[config.mk]
export PLATFORM = sky130hd
export DESIGN_NAME = span_raster
export DESIGN_NICKNAME = d
export VERILOG_FILES = /design/src/rtl/span_pkg.sv /design/src/rtl/span_attr_prep.sv /design/src/rtl/span_raster.sv
export SDC_FILE = /design/constraint.sdc
export NUM_CORES = 1
export LEC_CHECK = 0
export CORE_ASPECT_RATIO = 1.1
export CORE_MARGIN = 10
export CORE_UTILIZATION = 49
export CTS_BUF_LIST = sky130_fd_sc_hd__clkbuf_2 sky130_fd_sc_hd__clkbuf_4 sky130_fd_sc_hd__clkbuf_8
export CTS_CLUSTER_SIZE = 10
export DETAILED_ROUTE_END_ITERATION = 10
export MAX_ROUTING_LAYER = met4
export PLACE_DENSITY_LB_ADDON = 0.15
export SKIP_LAST_GASP = 1
export SLEW_MARGIN = 20
export SYNTH_ARGS = -nofsm -noshare
export SYNTH_HDL_FRONTEND = slang
export SYNTH_HIERARCHICAL = 1
export SYNTH_SLANG_ARGS = --single-unit
[constraint.sdc]
create_clock -name clk_in -period 4.6 [get_ports clk_in]
set_input_delay 0.92 -clock clk_in [delete_from_list [all_inputs] [get_ports clk_in]]
set_output_delay 0.92 -clock clk_in [all_outputs]
set_load 0.05 [all_outputs]
[src/rtl/span_pkg.sv]
// Shared span rasteriser types and helpers: FSM states, accumulator width, saturating narrow.
// Purely declarative, no latency and no flow control of its own.
package span_pkg;

  typedef enum logic [1:0] {IDLE, PREP, DRAW} span_state_t;

  localparam int COORD_WIDTH_DEFAULT = 16;
  localparam int ATTR_WIDTH_DEFAULT  = 16;

  // ACC_W = ATTR_WIDTH + COORD_WIDTH + 1: holds attr0 + dx*step without wrapping
  function automatic int acc_w(input int attr_width, input int coord_width);
    return attr_width + coord_width + 1;
  endfunction

  // Clamp a wide signed accumulator into the signed range of an attr_width-bit value
  function automatic logic signed [63:0] sat_attr(input logic signed [63:0] acc,
                                                  input int attr_width);
    logic signed [63:0] hi;
    logic signed [63:0] lo;
    hi = (64'sd1 <<< (attr_width - 1)) - 64'sd1;
    lo = -(64'sd1 <<< (attr_width - 1));
    if (acc > hi) return hi;
    if (acc < lo) return lo;
    return acc;
  endfunction

endpackage

[src/rtl/span_attr_prep.sv]
// Combinational start value of the attribute accumulator: attr0 + dx*attr_step (zero latency, no flow control).
// Only present when SPAN_RASTER_ATTR_EN is defined; the default build has no multiplier at all.
`ifdef SPAN_RASTER_ATTR_EN
module span_attr_prep #(
  parameter int ATTR_WIDTH  = 16,
  parameter int COORD_WIDTH = 16,
  parameter int ACC_W       = ATTR_WIDTH + COORD_WIDTH + 1
) (
  input  logic signed [ATTR_WIDTH-1:0]  attr0,
  input  logic signed [ATTR_WIDTH-1:0]  attr_step,
  input  logic signed [COORD_WIDTH:0]   dx,
  output logic signed [ACC_W-1:0]       acc_start
);

  logic signed [ACC_W-1:0] attr0_ext;
  logic signed [ACC_W-1:0] step_ext;
  logic signed [ACC_W-1:0] dx_ext;

  assign attr0_ext = {{(ACC_W-ATTR_WIDTH){attr0[ATTR_WIDTH-1]}}, attr0};
  assign step_ext  = {{(ACC_W-ATTR_WIDTH){attr_step[ATTR_WIDTH-1]}}, attr_step};
  assign dx_ext    = {{(ACC_W-COORD_WIDTH-1){dx[COORD_WIDTH]}}, dx};
  assign acc_start = attr0_ext + dx_ext * step_ext;

endmodule
`endif

[src/rtl/span_raster.sv]
// Clipped horizontal span rasteriser, one pixel per px_valid/px_ready handshake; first pixel 2 cycles after accept
// with SPAN_RASTER_ATTR_EN (attribute interpolation), 1 cycle without; outputs hold while px_ready is low.
module span_raster
  import span_pkg::*;
#(
  parameter int COORD_WIDTH = COORD_WIDTH_DEFAULT,
  parameter int FB_WIDTH    = 320,
  parameter int ATTR_WIDTH  = ATTR_WIDTH_DEFAULT,
  parameter int FRAC_BITS   = 8
) (
  input  logic                          clk_in,
  input  logic                          rst_in,
  input  logic                          start_valid,
  output logic                          start_ready,
  input  logic signed [COORD_WIDTH-1:0] x0,
  input  logic signed [COORD_WIDTH-1:0] x1,
  input  logic [COORD_WIDTH-1:0]        y_in,
  input  logic signed [ATTR_WIDTH-1:0]  attr0,
  input  logic signed [ATTR_WIDTH-1:0]  attr_step,
  output logic                          px_valid,
  input  logic                          px_ready,
  output logic [COORD_WIDTH-1:0]        px_x,
  output logic [COORD_WIDTH-1:0]        px_y,
  output logic signed [ATTR_WIDTH-1:0]  px_attr,
  output logic                          px_last,
  output logic                          busy,
  output logic                          done
);

  localparam int CW    = COORD_WIDTH;
  localparam int EW    = COORD_WIDTH + 1;
  localparam int AW    = ATTR_WIDTH;
  localparam int ACC_W = acc_w(ATTR_WIDTH, COORD_WIDTH);
  localparam logic signed [EW-1:0] X_MAX = EW'(FB_WIDTH - 1);
  // The fixed-point format passes straight through, so the binary point never moves here
  localparam int frac_bits_unused = FRAC_BITS;

  span_state_t state, state_nxt;

  logic signed [EW-1:0] x0_e, x1_e, x_min, x_max, xl_c, xr_c;
  logic                 reject, accept, last_hit, done_draw, done_rej;
  logic [CW-1:0]        xr_q;

  assign x0_e   = {x0[CW-1], x0};
  assign x1_e   = {x1[CW-1], x1};
  assign x_min  = (x0_e < x1_e) ? x0_e : x1_e;
  assign x_max  = (x0_e < x1_e) ? x1_e : x0_e;
  assign reject = (x_min > X_MAX) || x_max[EW-1];
  assign xl_c   = x_min[EW-1] ? '0 : x_min;
  assign xr_c   = (x_max > X_MAX) ? X_MAX : x_max;

  // A finished span keeps start_ready low for its done cycle; a reject does not
  assign start_ready = (state == IDLE) && !done_draw;
  assign accept      = start_valid && start_ready;
  assign last_hit    = (px_x == xr_q);
  assign px_valid    = (state == DRAW);
  assign px_last     = px_valid && last_hit;
  assign busy        = (state != IDLE);
  assign done        = done_draw | done_rej;

  always_ff @(posedge clk_in or posedge rst_in) begin
    if (rst_in) state <= IDLE;
    else        state <= state_nxt;
  end

  always_comb begin
    state_nxt = state;
    case (state)
      IDLE: begin
        if (accept && !reject) begin
`ifdef SPAN_RASTER_ATTR_EN
          state_nxt = PREP;
`else
          state_nxt = DRAW;
`endif
        end
      end
      PREP:    state_nxt = DRAW;
      DRAW:    if (px_ready && last_hit) state_nxt = IDLE;
      default: state_nxt = IDLE;
    endcase
  end

  always_ff @(posedge clk_in or posedge rst_in) begin
    if (rst_in) begin
      px_x      <= '0;
      px_y      <= '0;
      xr_q      <= '0;
      done_draw <= 1'b0;
      done_rej  <= 1'b0;
    end else begin
      done_draw <= 1'b0;
      done_rej  <= 1'b0;
      if (accept) begin
        if (reject) begin
          done_rej <= 1'b1;
        end else begin
          px_x <= xl_c[CW-1:0];
          xr_q <= xr_c[CW-1:0];
          px_y <= y_in;
        end
      end
      if (state == DRAW && px_ready) begin
        if (last_hit) done_draw <= 1'b1;
        else          px_x      <= px_x + CW'(1);
      end
    end
  end

`ifdef SPAN_RASTER_ATTR_EN
  logic signed [EW-1:0]    x0_q, dx;
  logic signed [AW-1:0]    attr0_q, step_q;
  logic signed [ACC_W-1:0] acc, acc_start;
  logic signed [63:0]      acc_wide, attr_wide;
  logic [63-AW:0]          sat_hi_unused;

  // px_x holds xl during PREP, so dx covers both the endpoint swap and the left clip
  assign dx = $signed({1'b0, px_x}) - x0_q;

  span_attr_prep #(
    .ATTR_WIDTH  (AW),
    .COORD_WIDTH (CW),
    .ACC_W       (ACC_W)
  ) u_attr_prep (
    .attr0     (attr0_q),
    .attr_step (step_q),
    .dx        (dx),
    .acc_start (acc_start)
  );

  always_ff @(posedge clk_in or posedge rst_in) begin
    if (rst_in) begin
      x0_q    <= '0;
      attr0_q <= '0;
      step_q  <= '0;
      acc     <= '0;
    end else begin
      if (accept && !reject) begin
        x0_q    <= x0_e;
        attr0_q <= attr0;
        step_q  <= attr_step;
      end
      if (state == PREP) acc <= acc_start;
      if (state == DRAW && px_ready && !last_hit)
        acc <= acc + {{(ACC_W-AW){step_q[AW-1]}}, step_q};
    end
  end

  assign acc_wide      = {{(64-ACC_W){acc[ACC_W-1]}}, acc};
  assign attr_wide     = sat_attr(acc_wide, AW);
  assign px_attr       = attr_wide[AW-1:0];
  assign sat_hi_unused = attr_wide[63:AW];
`else
  logic unused_attr;
  assign unused_attr = ^{attr0, attr_step};
  assign px_attr     = '0;
`endif

endmodule
==> results.md <==
* Count of nets left with antenna violations after detail routing at 0
* Total congestion overflow at 0
* Data required, critical path at around 4.8 ns
* Cell types with the largest area share after synthesis: dfrtp_1 (36%), ha_1 (5.7%), mux2_2 (4.2%), buf_4 (4.1%), xnor2_1 (4.0%)
* WS Path Type: in2reg
* Clock tree buffer depth at 2
* Antenna diode count at 0
* Num CTS Buffers at 5
* Number of buffers added to fix hold violations after cts at 0
* Post-route cell area at 0.004513 mm2
* Worst setup EP type: flop
* Warnings from Yosys at 6
* Number of setup buffers added after CTS at 0
* Synth area leader: dfrtp_1
* Post-CTS clock slew at the launch and capture registers of the worst setup and hold paths at about 0.09 ns
* Routed wire per std cell at 17.79 um
* Post-detail-place hpwl at 7600 um
* Ratio of cells with drive above 1 in the final layout at 0.1157
* Wire length of the first global-routing pass at 15660 um
* Routed met3 length at 554 um
* Number of cells in the finished layout apart from fillers at 543
* Maximum fanout encountered on the critical timing path at 19
* Total number of H-tree levels at 2
* CTS sink count at a little over 50
* Post-cts resize count at 0
* Top layer reached by signal wires: met4
* Total GRT Usage at 0.1793
* Met2 wirelength from detailed routing at 4971 um
* Area overhead of the layout relative to synthesis at 28.78%
* Post-detailed-route DRC marker count at 0
* Number of unique standard cell types used by synthesis at 57
* Post-Syn Instances at 367
* Total number of placement rows at 32
* Antenna violations before repair at 0
* Total Wirelength at 9659 um
* RSZ-0062 raised after global routing: no
* Die X-Extent at 100.6 um
* Detailed Route Iter0 Violations at 155
* HP Class: reg2reg
* Number of max-slew violations in the final report at 0
* DIE AREA at 0.01094 mm2
* Via density at 5.685
* Number of iterations in the first detailed-routing pass at 4
* Root Buffer: clkbuf_8
* Setup WS pre-CTS at around 0.65 ns
* Dpl cell area at 0.004424 mm2
* Final Hold Fails at 0
* Wl on met1 at 4000 um
* Core box area at 0.007007 mm2
* Clock tree from TritonCTS: built
* Area share of the largest cell type after synthesis at 0.3642
* Total via count in the routed design at 3087
* Slowest cell on the critical path: clkdlybuf4s50_1
* Number of flops mapped to enable cells by yosys at 0
* Number of violations of the max-capacitance limit at 0
* Final critical-path required period at 3.654 ns
* Highest cell delay on the worst timing path at 0.52 ns
* Sequential share of the synthesized area at 0.3642
* Leakage dissipation at slightly above 2 nW
* Clock latency reported for the late side of the worst-skew pair at 0.31 ns
* Count of port buffers added during placement at 88
* Maximum clock rate at 273.7 MHz
* Post-synthesis sequential element count at 51
* Largest net degree at the start of global routing at 52
* Total number of nets in the final design at roughly 560
* Part of the cycle the worst path needs at 0.7944
* Cell with the most instances on the worst path: a21o_1
* Maximum clock skew at final layout at 0.008561 ns
* Vertical die dimension at 108.7 um
* Filler instances at roughly 630
* Commonest register cell after synthesis: dfrtp_1
* Mean post-synth cell area at 9.549 um2
* Synthesized cell area at 0.003505 mm2
* Vias in the first global route at 3239
* Critical Path Source Type: input port
* Critical Path, Cell by Cell: clkdlybuf4s50_1 -> inv_1 -> ha_1 -> a21o_1 -> a21o_1 -> a221oi_2 -> o21ai_0 -> o21ai_2 -> buf_4 -> a21o_1 -> buf_12 -> mux2_2
* Total chip power at 2.166 mW
* Smallest setup slack after layout at 0.9459 ns
* I/O pins at between 100 and 150
* Max IR drop VDD at 0.3830 mV
* Post-synthesis async set-or-reset flop share at 1.000
* Slew margin rel. at 0.3349
* Setup TNS after final layout at 0 ns
* # setup viols final at 0
* Cell count after placement at 535
* Power per standard cell area at 480.0 mW/mm2
* Arrival time of the worst setup path at 3.84 ns
* Result of the run: completed
* Worst-margin pin slew at 0.9939 ns
* Weighted congestion at the end of routability-driven global placement at 0.8935
* Initial cell density of the core at 0.5002
-- layout make-up --
| class | count | area [um2] | share of cell area |
|---|---|---|---|
| flip-flops and latches | 51 | 1276 | 0.2828 |
| inverters | 28 | 106.4 | 0.02357 |
| well taps | 85 | 106.4 | 0.02357 |
| multi-input cells | 273 | 1968 | 0.4361 |
| clock buffers | 5 | 68.82 | 0.01525 |
| repair buffers | 98 | 968.4 | 0.2146 |
| clock inverters | 3 | 18.77 | 0.004159 |
-- logic make-up (layout without fill, tap and decap cells) --
family          count (synthesis)  after routing  synth area share
xor+xnor                       19             19           0.04748
mux                            33             33            0.1089
fa+ha+maj                      16             16           0.05712
buf+inv                        58            134           0.09032
other cells                     1             16          0.001070
simple gates                  106            106            0.1603
compound gates                 83             83            0.1707
flops                          51             51            0.3642
-- power by group --
group | internal, mW | switching [mW]
Clock | 0.107 | 0.155
Sequential | 0.566 | 0.133
Combinational | 0.456 | 0.749
-- metal layers --
metal	global-route usage	vias up
met5	-	-
met4	0.04848	0
met3	0.03734	10
met2	0.3132	103
met1	0.2024	1503
li1	-	1471
-- placed cells by master (no fill, tap or decap), types with 16 or more instances in the layout --
| cell type | netlist | layout |
|---|---|---|
| clkdlybuf4s50_1 | 0 | 88 |
| dfrtp_1 | 51 | 51 |
| nor2_1 | 29 | 29 |
| inv_1 | 28 | 27 |
| o21ai_0 | 24 | 24 |
| nand2_1 | 17 | 17 |
| xnor2_1 | 16 | 16 |
| ha_1 | 16 | 16 |
| conb_1 | 1 | 16 |
-- worst max-delay path: cells and delay by family --
| family | cells | cell delay (ns) |
|---|---|---|
| mux | 1 | 0.35 |
| compound gates | 6 | 1.29 |
| fa+ha+maj | 1 | 0.30 |
| buf+inv | 4 | 0.96 |
-- through the flow --
stage	hold WS (ns)	utilization
after floorplan	0.4749	-
after CTS	0.5199	0.6439
final	0.5158	0.6441
after global routing	0.5334	0.6441
after detailed placement	0.4912	0.6314
after global placement	0.4890	0.6314
-- final timing paths --
kind / from / slack (ns) / cells past startpoint / endpoint
max in group asynchronous: rst_in / 3.00 / 2 / xr_q[10]
hold reg to reg: xr_q[14] / 0.52 / 1 / xr_q[14]
min in group asynchronous: rst_in / 1.07 / 2 / px_y[14]
setup reg to reg: px_x[6] / 2.20 / 7 / px_x[5]
setup / recovery: x1[5] / 0.95 / 12 / px_y[12]
hold / removal: xr_q[14] / 0.52 / 1 / xr_q[14]
-- synth_stat cells (3+ instances only) --
master / n
buf_4: 19
and2_1: 9
nand3_1: 8
or2_2: 4
xnor2_1: 16
buf_2: 3
nand4_1: 6
mux2i_1: 13
and3_1: 12
o22ai_1: 3
a31oi_1: 4
nor3_1: 4
mux2_4: 7
a211oi_1: 4
dfrtp_1: 51
clkbuf_1: 5
a32o_1: 3
nor2_1: 29
mux2_2: 13
ha_1: 16
nor4_1: 5
a32oi_1: 7
a21o_1: 3
inv_1: 28
nand2_1: 17
a21oi_1: 11
a2111oi_0: 4
o21ai_0: 24
xor2_1: 3
-- flip-flops by register name, indices dropped and copies added (netlist names) --
signal and flops:
done_draw 1, done_rej 1, px_x 16, px_y 16, state 1, xr_q 16
(Power assumes the default switching activity.)
